<file path="config.mk">
export PLATFORM = sky130hd
export DESIGN_NAME = nvme_mmio_bridge
export DESIGN_NICKNAME = d
export VERILOG_FILES = /design/src/rtl/nvme_mmio_pkg.sv /design/src/rtl/nvme_mmio_rc_parse.sv /design/src/rtl/nvme_mmio_bridge.sv
export SDC_FILE = /design/constraint.sdc
export NUM_CORES = 1
export LEC_CHECK = 0
export CAP_MARGIN = 10
export CORE_AREA = 2 2 191 193
export DETAILED_ROUTE_END_ITERATION = 16
export DIE_AREA = 0 0 193 195
export SYNTH_ARGS = -nofsm -noshare
export SYNTH_HDL_FRONTEND = slang
export SYNTH_SLANG_ARGS = --single-unit
</file>
<file path="constraint.sdc">
create_clock -name user_clk -period 1.4 [get_ports user_clk]
set_input_delay 0.14 -clock user_clk [delete_from_list [all_inputs] [get_ports user_clk]]
set_output_delay 0.14 -clock user_clk [all_outputs]
set_load 0.01 [all_outputs]
</file>
<file path="src/rtl/nvme_mmio_pkg.sv">
// Shared FSM state type, request type codes and RQ/RC descriptor layout for the
// NVMe MMIO bridge.
package nvme_mmio_pkg;

  typedef enum logic [2:0] {
    IDLE,
    WR_DESC,
    WR_DATA,
    RD_DESC,
    RD_WAIT,
    RESP
  } state_e;

  localparam logic [3:0] MEMRD = 4'b0000;
  localparam logic [3:0] MEMWR = 4'b0001;

  localparam int unsigned RQ_ADDR_LSB  = 2;
  localparam int unsigned RQ_DWCNT_LSB = 64;
  localparam int unsigned RQ_TYPE_LSB  = 75;
  localparam int unsigned RQ_REQID_LSB = 80;
  localparam int unsigned RQ_TAG_LSB   = 96;

  localparam int unsigned RC_STATUS_LSB = 43;
  localparam int unsigned RC_POISON_BIT = 46;
  localparam int unsigned RC_TAG_LSB    = 64;
  localparam int unsigned RC_DATA_LSB   = 96;

  // Single-dword memory request descriptor; the byte offset within the dword is dropped.
  function automatic logic [127:0] rq_desc(input logic [63:0] addr, input logic [3:0] req_type,
                                           input logic [15:0] req_id, input logic [7:0] tag);
    logic [127:0] d;
    d = '0;
    d[63:RQ_ADDR_LSB]       = addr[63:RQ_ADDR_LSB];
    d[RQ_DWCNT_LSB +: 11]   = 11'd1;
    d[RQ_TYPE_LSB +: 4]     = req_type;
    d[RQ_REQID_LSB +: 16]   = req_id;
    d[RQ_TAG_LSB +: 8]      = tag;
    return d;
  endfunction

endpackage

</file>
<file path="src/rtl/nvme_mmio_rc_parse.sv">
// Completion beat decode: tag match against the outstanding read, read data and
// error status extraction.
module nvme_mmio_rc_parse
  import nvme_mmio_pkg::*;
#(
  parameter int C_DATA_WIDTH = 128,
  parameter int KEEP_WIDTH   = C_DATA_WIDTH / 32,
  parameter int TUSER_WIDTH  = 75
) (
  input  logic [C_DATA_WIDTH-1:0] tdata,
  input  logic [KEEP_WIDTH-1:0]   tkeep,
  input  logic                    tlast,
  input  logic                    tvalid,
  input  logic [TUSER_WIDTH-1:0]  tuser,
  input  logic                    armed,
  input  logic [7:0]              exp_tag,
  output logic                    hit,
  output logic [31:0]             rdata,
  output logic                    err
);

  assign hit   = armed && tvalid && (tdata[RC_TAG_LSB +: 8] == exp_tag);
  assign rdata = tdata[RC_DATA_LSB +: 32];
  assign err   = (tdata[RC_STATUS_LSB +: 3] != 3'b000) || tdata[RC_POISON_BIT];

  // Only a few completion fields matter for single-dword MMIO reads.
  logic unused_rc;
  assign unused_rc = ^{tdata, tkeep, tlast, tuser};

endmodule

</file>
<file path="src/rtl/nvme_mmio_bridge.sv">
// Single-outstanding 32-bit MMIO bridge onto the PCIe RQ/RC AXI-Stream interfaces.
// Optional read completion timeout enabled by defining NVME_MMIO_TIMEOUT_EN.
module nvme_mmio_bridge
  import nvme_mmio_pkg::*;
#(
  parameter int          C_DATA_WIDTH        = 128,
  parameter int          KEEP_WIDTH          = C_DATA_WIDTH / 32,
  parameter int          AXI4_RQ_TUSER_WIDTH = 62,
  parameter int          AXI4_RC_TUSER_WIDTH = 75,
  parameter logic [15:0] REQUESTER_ID        = 16'h10EE,
  parameter logic [63:0] BAR_BASE            = 64'h0,
  parameter int          TIMEOUT_CYCLES      = 50000
) (
  input  logic                           user_clk,
  input  logic                           reset_n,
  input  logic                           req_valid,
  output logic                           req_ready,
  input  logic                           req_write,
  input  logic [11:0]                    req_addr,
  input  logic [31:0]                    req_wdata,
  input  logic [3:0]                     req_be,
  output logic                           rsp_valid,
  output logic [31:0]                    rsp_rdata,
  output logic                           rsp_err,
  output logic                           rsp_timeout,
  output logic [C_DATA_WIDTH-1:0]        usr_s_axis_rq_tdata,
  output logic [KEEP_WIDTH-1:0]          usr_s_axis_rq_tkeep,
  output logic [AXI4_RQ_TUSER_WIDTH-1:0] usr_s_axis_rq_tuser,
  output logic                           usr_s_axis_rq_tlast,
  output logic                           usr_s_axis_rq_tvalid,
  input  logic                           usr_s_axis_rq_tready,
  input  logic [C_DATA_WIDTH-1:0]        usr_m_axis_rc_tdata,
  input  logic [KEEP_WIDTH-1:0]          usr_m_axis_rc_tkeep,
  input  logic                           usr_m_axis_rc_tlast,
  input  logic                           usr_m_axis_rc_tvalid,
  input  logic [AXI4_RC_TUSER_WIDTH-1:0] usr_m_axis_rc_tuser
);

  state_e      state_q, state_d;
  logic        ready_q;
  logic [11:0] addr_q;
  logic [31:0] wdata_q;
  logic [3:0]  be_q;
  logic [7:0]  tag_q, tag_d;
  logic [7:0]  rd_tag_q, rd_tag_d;
  logic [31:0] rdata_q, rdata_d;
  logic        err_q, err_d;
  logic        tmo_q, tmo_d;

  logic         accept;
  logic         rc_hit;
  logic [31:0]  rc_rdata;
  logic         rc_err;
  logic         tmo_expire;
  logic [127:0] desc_wr, desc_rd;

  assign accept      = req_valid && ready_q;
  assign req_ready   = ready_q;
  assign rsp_valid   = (state_q == RESP);
  assign rsp_rdata   = rdata_q;
  assign rsp_err     = err_q;
  assign rsp_timeout = tmo_q;

  assign desc_wr = rq_desc(BAR_BASE + {52'h0, addr_q}, MEMWR, REQUESTER_ID, tag_q);
  assign desc_rd = rq_desc(BAR_BASE + {52'h0, addr_q}, MEMRD, REQUESTER_ID, tag_q);

  nvme_mmio_rc_parse #(
    .C_DATA_WIDTH (C_DATA_WIDTH),
    .KEEP_WIDTH   (KEEP_WIDTH),
    .TUSER_WIDTH  (AXI4_RC_TUSER_WIDTH)
  ) u_rc_parse (
    .tdata   (usr_m_axis_rc_tdata),
    .tkeep   (usr_m_axis_rc_tkeep),
    .tlast   (usr_m_axis_rc_tlast),
    .tvalid  (usr_m_axis_rc_tvalid),
    .tuser   (usr_m_axis_rc_tuser),
    .armed   (state_q == RD_WAIT),
    .exp_tag (rd_tag_q),
    .hit     (rc_hit),
    .rdata   (rc_rdata),
    .err     (rc_err)
  );

`ifdef NVME_MMIO_TIMEOUT_EN
  logic [31:0] tmo_cnt_q;

  always_ff @(posedge user_clk or negedge reset_n) begin
    if (!reset_n) begin
      tmo_cnt_q <= '0;
    end else if (state_q == RD_WAIT) begin
      tmo_cnt_q <= tmo_cnt_q + 32'd1;
    end else begin
      tmo_cnt_q <= '0;
    end
  end

  assign tmo_expire = (state_q == RD_WAIT) && (tmo_cnt_q == 32'(TIMEOUT_CYCLES - 1));
`else
  logic unused_tmo;
  assign unused_tmo = (TIMEOUT_CYCLES == 0);
  assign tmo_expire = 1'b0;
`endif

  always_comb begin
    state_d              = state_q;
    tag_d                = tag_q;
    rd_tag_d             = rd_tag_q;
    rdata_d              = rdata_q;
    err_d                = err_q;
    tmo_d                = tmo_q;
    usr_s_axis_rq_tvalid = 1'b0;
    usr_s_axis_rq_tlast  = 1'b0;
    usr_s_axis_rq_tdata  = '0;
    usr_s_axis_rq_tkeep  = '0;
    usr_s_axis_rq_tuser  = '0;
    unique case (state_q)
      IDLE: begin
        if (accept) state_d = req_write ? WR_DESC : RD_DESC;
      end
      WR_DESC: begin
        usr_s_axis_rq_tvalid     = 1'b1;
        usr_s_axis_rq_tdata      = C_DATA_WIDTH'(desc_wr);
        usr_s_axis_rq_tkeep      = KEEP_WIDTH'(4'hF);
        usr_s_axis_rq_tuser[3:0] = be_q;
        if (usr_s_axis_rq_tready) state_d = WR_DATA;
      end
      WR_DATA: begin
        usr_s_axis_rq_tvalid     = 1'b1;
        usr_s_axis_rq_tlast      = 1'b1;
        usr_s_axis_rq_tdata      = C_DATA_WIDTH'(wdata_q);
        usr_s_axis_rq_tkeep      = KEEP_WIDTH'(4'h1);
        usr_s_axis_rq_tuser[3:0] = be_q;
        if (usr_s_axis_rq_tready) begin
          // Posted write: respond as soon as the data beat is taken.
          rdata_d = '0;
          err_d   = 1'b0;
          tmo_d   = 1'b0;
          state_d = RESP;
        end
      end
      RD_DESC: begin
        usr_s_axis_rq_tvalid     = 1'b1;
        usr_s_axis_rq_tlast      = 1'b1;
        usr_s_axis_rq_tdata      = C_DATA_WIDTH'(desc_rd);
        usr_s_axis_rq_tkeep      = KEEP_WIDTH'(4'hF);
        usr_s_axis_rq_tuser[3:0] = be_q;
        if (usr_s_axis_rq_tready) begin
          rd_tag_d = tag_q;
          tag_d    = tag_q + 8'd1;
          state_d  = RD_WAIT;
        end
      end
      RD_WAIT: begin
        // A completion arriving on the expiry cycle takes priority over the timeout.
        if (rc_hit) begin
          rdata_d = rc_rdata;
          err_d   = rc_err;
          tmo_d   = 1'b0;
          state_d = RESP;
        end else if (tmo_expire) begin
          rdata_d = 32'hFFFF_FFFF;
          err_d   = 1'b1;
          tmo_d   = 1'b1;
          state_d = RESP;
        end
      end
      RESP: state_d = IDLE;
      default: state_d = IDLE;
    endcase
  end

  always_ff @(posedge user_clk or negedge reset_n) begin
    if (!reset_n) begin
      state_q  <= IDLE;
      ready_q  <= 1'b0;
      tag_q    <= '0;
      rd_tag_q <= '0;
      rdata_q  <= '0;
      err_q    <= 1'b0;
      tmo_q    <= 1'b0;
      addr_q   <= '0;
      wdata_q  <= '0;
      be_q     <= '0;
    end else begin
      state_q  <= state_d;
      ready_q  <= (state_d == IDLE);
      tag_q    <= tag_d;
      rd_tag_q <= rd_tag_d;
      rdata_q  <= rdata_d;
      err_q    <= err_d;
      tmo_q    <= tmo_d;
      if (accept) begin
        addr_q  <= req_addr;
        wdata_q <= req_wdata;
        be_q    <= req_be;
      end
    end
  end

endmodule
</file>
# Yosys cells after proc, flatten, opt, wreduce, memory -nomap -nowiden

Index checks and enable logic that the tools add are counted.

Register bits: 102
Logic and storage cells: 52

$add $sub $neg: 1
Equal/unequal tests: 8
Muxes and demuxes: 20
Reductions and logical operators: 13

Operators with widths:

| operator                                            | count |
|---|---|
| one-hot mux 104 bit (3 select lines)                | 1 |
| 2-to-1 mux 32 bit                                   | 2 |
| one-hot mux 32 bit (2 select lines)                 | 1 |
| 2-to-1 mux 3 bit                                    | 5 |
| one-hot mux 3 bit (5 select lines)                  | 1 |
| adder 8 x 1 -> 8 bit, second input constant         | 1 |
| equality test 8 bit                                 | 1 |
| one-hot mux 4 bit (2 select lines)                  | 1 |
| equality test 3 x 2 -> 1 bit, second input constant | 2 |
| equality test 3 bit, second input constant          | 2 |
| zero test 3 bit                                     | 2 |
| 2-to-1 mux 1 bit                                    | 5 |
| 2-to-1 mux 4 bit                                    | 1 |
| inequality test 2 bit, second input constant        | 2 |
| one-hot mux 1 bit (2 select lines)                  | 2 |
| OR reduction 2 bit                                  | 2 |
| equality test 3 x 1 -> 1 bit, second input constant | 1 |
| logical AND 1 bit                                   | 3 |
| AND reduction 3 bit                                 | 1 |
| nonzero test 3 bit                                  | 1 |
| OR reduction 3 bit                                  | 1 |
| 2-to-1 mux 2 bit                                    | 1 |
| AND reduction 2 bit                                 | 1 |
| nonzero test 2 bit                                  | 1 |
| logical OR 1 bit                                    | 1 |

# Depth between registers and ports, before layout

Gate-level depths: netlist of run 1.

Depth in word-level cells: 6
Gate-level depth with buffers: 7
Depth with buffers taken out: 4

# By module

A second synthesis of run 1 with hierarchy kept.

Cell total of the unflattened synthesis: 557
Area total of the unflattened synthesis: 5670.4 um2

Modules (own cells, without submodules):

| module             | instances | cells each | area each (um2) | sequential area each (um2) |
|---|---|---|---|---|
| nvme_mmio_bridge   | 1         | 512        | 5331.4          | 2477.4 |
| nvme_mmio_rc_parse | 1         | 45         | 339.1           | 0.0 |

# Worst setup path after synthesis of run 1

Ideal clock, no wire load.

Path type: reg-to-output
From: register state_q[0]
To: output usr_s_axis_rq_tdata[9]
Data arrival time: 1.492 ns
Setup slack: -0.232 ns
Stages on the path, launching flop included: 5
Buffers on the path: 2
Path through: dfrtp_1 > nor2b_1 > clkbuf_1 > clkbuf_1 > a22o_1

Longest elaborated chain between the ends: 2
Elaborated cells between the ends (all ways): 4

Ends and longest elaborated chain:

| element                                                                             | RTL line                | source |
|---|---|---|
| from (decl)                                                                         | nvme_mmio_bridge.sv:39  | `state_e state_q, state_d;` |
| from (signal assigned)                                                              | nvme_mmio_bridge.sv:185 | `state_q <= state_d;` |
| equality test 3 x 2 -> 1 bit / equality test 3 x 1 -> 1 bit (equally long branches) | nvme_mmio_bridge.sv:116 | `unique case (state_q)` |
| one-hot mux 104 bit (3 select lines) *                                              | nvme_mmio_bridge.sv:116 |  |
| to (decl)                                                                           | nvme_mmio_bridge.sv:26  | `output logic [C_DATA_WIDTH-1:0] usr_s_axis_rq_tdata,` |

Mark *: on every way between the ends. The rest lies on a longest branch, timed or not.

# Worst setup path in the final report of run 1

From: register state_q[2]
To: output usr_s_axis_rq_tdata[5]

The elaborated chain is that of the path after synthesis.

==> impl_metrics.json, run 1 <==
{
  "r2r-start": "state_q[2]$_DFF_PN0_",
  "peakVddDrop_mv": 1.076,
  "power_leakage_nw": 4.193,
  "fin_crit_ps": 1855,
  "gp_congestion": 0.7249,
  "syn-cell-area_um2": 5642,
  "drt-pass1-iter-count": 4,
  "met1_usage_pct": 11.58,
  "critPathCaptureType": "output pin",
  "rsz0062_at_grt": "yes",
  "ios": 494,
  "timing_hold_violations_final": 0,
  "rows": 69,
  "cts_inserted_buffers": 9,
  "fin_hold_ws_ps": 246.2,
  "multi_input_area_um2": 2635,
  "dpl-instance-area_um2": 7801,
  "die_y_um": 195,
  "grt.overflow.total": 0,
  "outcome": "complete, but fails checks",
  "ff2ff_path_depth": 8,
  "fmax_mhz": 539.0,
  "wl_per_cell_um": 14.25,
  "hold_class": "in2async",
  "buffer_ports.inserted": 189,
  "diodes": 0,
  "crit_type": "reg2out",
  "clkSlewWorstSetupHoldPaths_ps": 80,
  "setup_viol": 112,
  "total_power_w": 0.01358,
  "first_iter_violations": 94,
  "area_growth_pct": 54.20,
  "maxSlewViolCount": 0,
  "grt_max_degree": 35,
  "drc": 0,
  "final_common_cell": "conb_1",
  "dp.cells": 1202,
  "core_um2": 35400,
  "crit_family": "buffers and inverters",
  "finalInstanceArea_um2": 8700,
  "via_count": 4186,
  "drtAntennaViolNets": 0,
  "synth_area_leaders": "dfrtp_1, buf_4, nand2_1",
  "path_depth": 6,
  "via_per_inst": 3.365,
  "dieArea_um2": 37640,
  "clock_path_buffers": 2,
  "grt_pass1_vias": 4185,
  "grt_pass1_wl_um": 25520,
  "antenna_found_initial": 0,
  "r2r_slack_ps": -440,
  "postLayoutSetupSlackWorst_ps": -455.2,
  "die_x_um": 193,
  "start_util_pct": 15.94,
  "globalRouteTotalUtil_pct": 9.172,
  "yosys.area.top_type": "dfrtp_1",
  "met3_usage_pct": 3.181,
  "r2r-end": "rsp_rdata[22]$_DFFE_PN0P_",
  "nets": 1042,
  "failed_checks": "setup timing",
  "path_cells": "buf_4 -> nor3b_4 -> buf_6 -> buf_12 -> a22o_1 -> buf_2",
  "worstPathRequired_ps": 1260,
  "htreeDepth": 3,
  "synth.distinct_cells": 36,
  "yosys_warnings": 0,
  "clock-sinks": 99,
  "yosysSeqAreaShare_pct": 43.91,
  "finalNonFillerCells": 1244,
  "power_density_nw_per_um2": 1561,
  "num-fill-cells": 3762,
  "final_layout_size_suffix_gt1_share_pct": 30.40,
  "crit_buf_inv": 4,
  "clk_latency_ps": 360,
  "synth_top_area_share_pct": 43.91,
  "dp_hpwl_um": 12550,
  "maxCapViolations": 0,
  "ys_ff_latch": 99,
  "grt_use_met2_pct": 15.03,
  "top_usage_layer": "met2",
  "synth_area_per_cell_um2": 10.41,
  "arrival_ps": 1720,
  "regArea_um2": 2480,
  "cp_max_fo": 7,
  "cts_tree": "done",
  "syn_inst": 542,
  "final.setup_skew_ps": 10.45,
  "fin_crit_sh_pct": 132.5,
  "critPathLaunchType": "flip-flop",
  "routed_wl_um": 17730,
  "cp_slowest_cell": "dfrtp_2",
  "critPathMaxStageDelay_ps": 430,
  "root_buffer": "clkbuf_16",
  "final_cell_mix": "conb_1, dfrtp_1, clkdlybuf4s50_1"
}
flip-flops by register name, summed over array words and instances, names as in the netlist, 3 cells and up:
name / count
rd_tag_q: 8
tag_q: 8
be_q: 4
wdata_q: 32
addr_q: 10
state_q: 3
rsp_rdata: 32
area by class of cell:
type	count	share of cell area, %
Clock buffer	9	2.589
Multi-Input combinational cell	407	30.29
Sequential cell	99	28.51
Timing Repair Buffer	262	31.43
Tap cell	461	6.630
Clock inverter	6	0.5609
power breakdown:
part	internal [W]	leakage, nW	total, W	switching, W
combinational	0.00391	2.80	0.00684	0.00293
clock	0.00122	0.130	0.00248	0.00126
sequential	0.00368	1.27	0.00426	0.000578
total	0.00882	4.19	0.0136	0.00477
synth_stat cells (all sizes together):
library cell and count:
mux2 46, conb 1, dfrtp 99, and3 2, nand4b 1, and2 35
nor3b 3, xor2 1, or3 1, a21o 1, o31a 1, buf 157
a22o 10, a21oi 2, nor2 5, nand4 4, and3b 1, a211oi 1
nand3 3, nand2 96, a2111oi 1, xnor2 14, nor2b 3, o21bai 1
o41ai 1, ha 1, clkbuf 16, nor3 1, mux2i 33, or2 1
cells by family (layout without fill, tap and decap cells):
family,after synthesis,count (layout),share of synthesized area (%)
xor+xnor,15,15,2.329
buf+inv,173,277,22.58
fa+ha+maj,1,1,0.2217
other cells,1,138,0.06647
simple gates,156,156,13.26
compound gates,18,18,2.595
mux,79,79,15.04
flops,99,99,43.91
timing repair:
item                       CTS  global route
setup endpoints to repair  136           118
gates cloned                 3             4
gates resized for setup    352            80
buffers inserted            16             9
hold endpoints to repair    21             0
pin swaps                   19            37
hold buffers                 1             0
routing by layer:
layer / wire length (um) / share of wire [%]
met4: 156 / 0.88
met1: 7430 / 42
met2: 8587 / 48
met3: 1555 / 8.8
met5: 0 / 0
how the worst max path moves through the flow:
stage	startpoint	endpoint
floorplan	state_q[1]$_DFF_PN0_	rsp_rdata[22]$_DFFE_PN0P_
CTS	state_q[2]$_DFF_PN0_	rsp_rdata[22]$_DFFE_PN0P_
global placement	state_q[2]$_DFF_PN0_	rsp_rdata[20]$_DFFE_PN0P_
detailed placement	state_q[2]$_DFF_PN0_	rsp_rdata[22]$_DFFE_PN0P_
global route	state_q[2]$_DFF_PN0_	rsp_rdata[3]$_DFFE_PN0P_
finish	state_q[2]$_DFF_PN0_	usr_s_axis_rq_tdata[5]
worst reg2reg max path, cell delays in order, from the launching register on:
cell and delay, ps:
dfrtp_2 390, buf_6 100, buf_6 80, nor3b_4 250, nand4_1 180, nor3_4 190, buf_12 180, buf_16 160
mux2i_1 220
metrics by stage:
step | worst slack (ps) | TNS [ps] | util [%]
final | -455.2 | -37620 | 24.58
after global routing | -558.7 | -47370 | 24.58
after CTS | -544.7 | -41730 | 23.44
after detailed placement | -658.9 | -45300 | 22.04
after global placement | -576.7 | -42300 | 22.04
after floorplan | -170.2 | -5266 | -
Note: power is estimated with default switching activity, not from simulation.
==> run 2, diff against run 1 <==
Settings changed: CAP_MARGIN 10 to 40, CTS_CLUSTER_DIAMETER set to 80, SETUP_SLACK_MARGIN set to 0.5.
==> impl_metrics.json, run 2 (synthesis gave the netlist of run 1 again) <==
{
  "cts_inserted_buffers": 9,
  "critPathMaxStageDelay_ps": 420,
  "cp_slowest_cell": "dfrtp_1",
  "antenna_found_initial": 3,
  "power_density_nw_per_um2": 1692,
  "die_x_um": 193,
  "final_layout_size_suffix_gt1_share_pct": 40.80,
  "gp_congestion": 0.6751,
  "dieArea_um2": 37640,
  "fin_hold_ws_ps": 206.7,
  "path_common_cell": "buf_6",
  "via_per_inst": 3.410,
  "root_buffer": "clkbuf_16",
  "die_y_um": 195,
  "path_cells": "buf_6 -> nor3b_4 -> buf_6 -> buf_12 -> buf_16 -> a22o_1 -> buf_2",
  "buffer_ports.inserted": 189,
  "dp_hpwl_um": 11650,
  "maxSlewViolCount": 0,
  "clock_path_buffers": 2,
  "num-fill-cells": 3731,
  "globalRouteTotalUtil_pct": 9.521,
  "cts_tree": "done",
  "final_common_cell": "conb_1",
  "final_cell_mix": "conb_1, buf_6, dfrtp_1",
  "fin_crit_sh_pct": 138.4,
  "setup_tns_ps": -40800,
  "start_util_pct": 15.94,
  "finalInstanceArea_um2": 9487,
  "postLayoutSetupSlackWorst_ps": -537.5,
  "outcome": "complete, but fails checks",
  "ios": 494,
  "hold_class": "in2async",
  "first_iter_violations": 62,
  "nets": 1084,
  "clock-sinks": 99,
  "crit_type": "reg2out",
  "maxCapViolations": 0,
  "wl_per_cell_um": 14.44,
  "setup_viol": 112,
  "final.setup_skew_ps": 10.36,
  "fin_crit_ps": 1938,
  "grt_pass1_vias": 4333,
  "via_count": 4389,
  "grt_pass1_wl_um": 26280,
  "rsz0062_at_grt": "yes",
  "timing_hold_violations_final": 0,
  "critPathCaptureType": "output pin",
  "arrival_ps": 1800,
  "htreeDepth": 3,
  "drtAntennaViolNets": 0,
  "grt_max_degree": 42,
  "core_um2": 35400,
  "fmax_mhz": 516.1,
  "diodes": 0,
  "grt.overflow.total": 0,
  "dpl-instance-area_um2": 7961,
  "area_growth_pct": 68.15,
  "clk_latency_ps": 370,
  "routed_wl_um": 18580,
  "drt-pass1-iter-count": 4,
  "failed_checks": "setup timing",
  "worstPathRequired_ps": 1260,
  "critPathLaunchType": "flip-flop",
  "drc": 0,
  "clkSlewWorstSetupHoldPaths_ps": 80,
  "power_leakage_nw": 4.548,
  "cp_max_fo": 7,
  "dpl_worst_slack_ps": -461.0,
  "rows": 69,
  "peakVddDrop_mv": 1.101
}
run 2: changes by cell type in the layout (fill, tap and decap cells not counted), sizes merged:
cell,previous run,this run
buf,130,204
bufinv,0,2
clkbuf,12,14
clkinv,2,0
clkinvlp,2,4
dlygate4sd2,28,0
dlymetal6s2s,6,0
inv,2,1
run 2: metal layers:
metal | vias to the layer above | GRT usage [%] | share of wire, %
met5 | - | 0 | 0.048
met4 | 2 | 3.535 | 1.6
met3 | 19 | 3.343 | 9.2
met2 | 226 | 15.86 | 49
met1 | 2111 | 11.20 | 40
li1 | 2031 | - | -
run 2: what timing repair did:
action                                  in CTS  in global routing
endpoints found under the setup margin     193                193
hold endpoints to repair                    19                  0
gates resized for setup                    494                 78
hold buffers                                 1                  0
buffers inserted                            38                 20
gates cloned                                12                  5
pin swaps                                   23                 46
run 2: final timing paths:
kind,start,endpoint,slack (ps),cells after the start
max,state_q[1]$_DFF_PN0_,usr_s_axis_rq_tdata[7],-540,7
min,reset_n,wdata_q[28]$_DFFE_PN0P_,210,2
max reg2reg,state_q[1]$_DFF_PN0_,rsp_rdata[18]$_DFFE_PN0P_,-490,9
min reg2reg,wdata_q[27]$_DFFE_PN0P_,wdata_q[27]$_DFFE_PN0P_,510,1
max in group asynchronous,reset_n,rsp_rdata[28]$_DFFE_PN0P_,630,3
min in group user_clk,usr_m_axis_rc_tdata[127],rsp_rdata[31]$_DFFE_PN0P_,320,3
run 2: cell type report:
type | count | area (um2) | area share, %
Clock buffer | 9 | 225.2 | 2.374
Sequential cell | 99 | 2481 | 26.15
Multi-Input combinational cell | 407 | 2819 | 29.72
Tap cell | 461 | 576.8 | 6.080
Clock inverter | 7 | 101.3 | 1.068
Timing Repair Buffer | 304 | 3283 | 34.61
run 2: stage by stage:
step | std cells | utilization (%) | total power, W
finish | 1287 | 26.80 | 0.01605
global route | 1287 | 26.80 | 0.01699
CTS | 1262 | 25.07 | 0.01510
detailed placement | 1195 | 22.49 | 0.01051
global placement | 1195 | 22.49 | 0.01048
floorplan | 679 | - | 0.008237
run 2: power breakdown:
group | switching, W | leakage, nW | internal, W
combinational | 0.00344 | 3.14 | 0.00550
clock | 0.00126 | 0.146 | 0.00158
sequential | 0.000581 | 1.27 | 0.00369
run 2: worst max-delay path, delay by kind of cell (launching register included):
kind / cells / cell delay, ps
buf+inv: 5 / 650
flops: 1 / 420
simple gates: 1 / 140
compound gates: 1 / 210
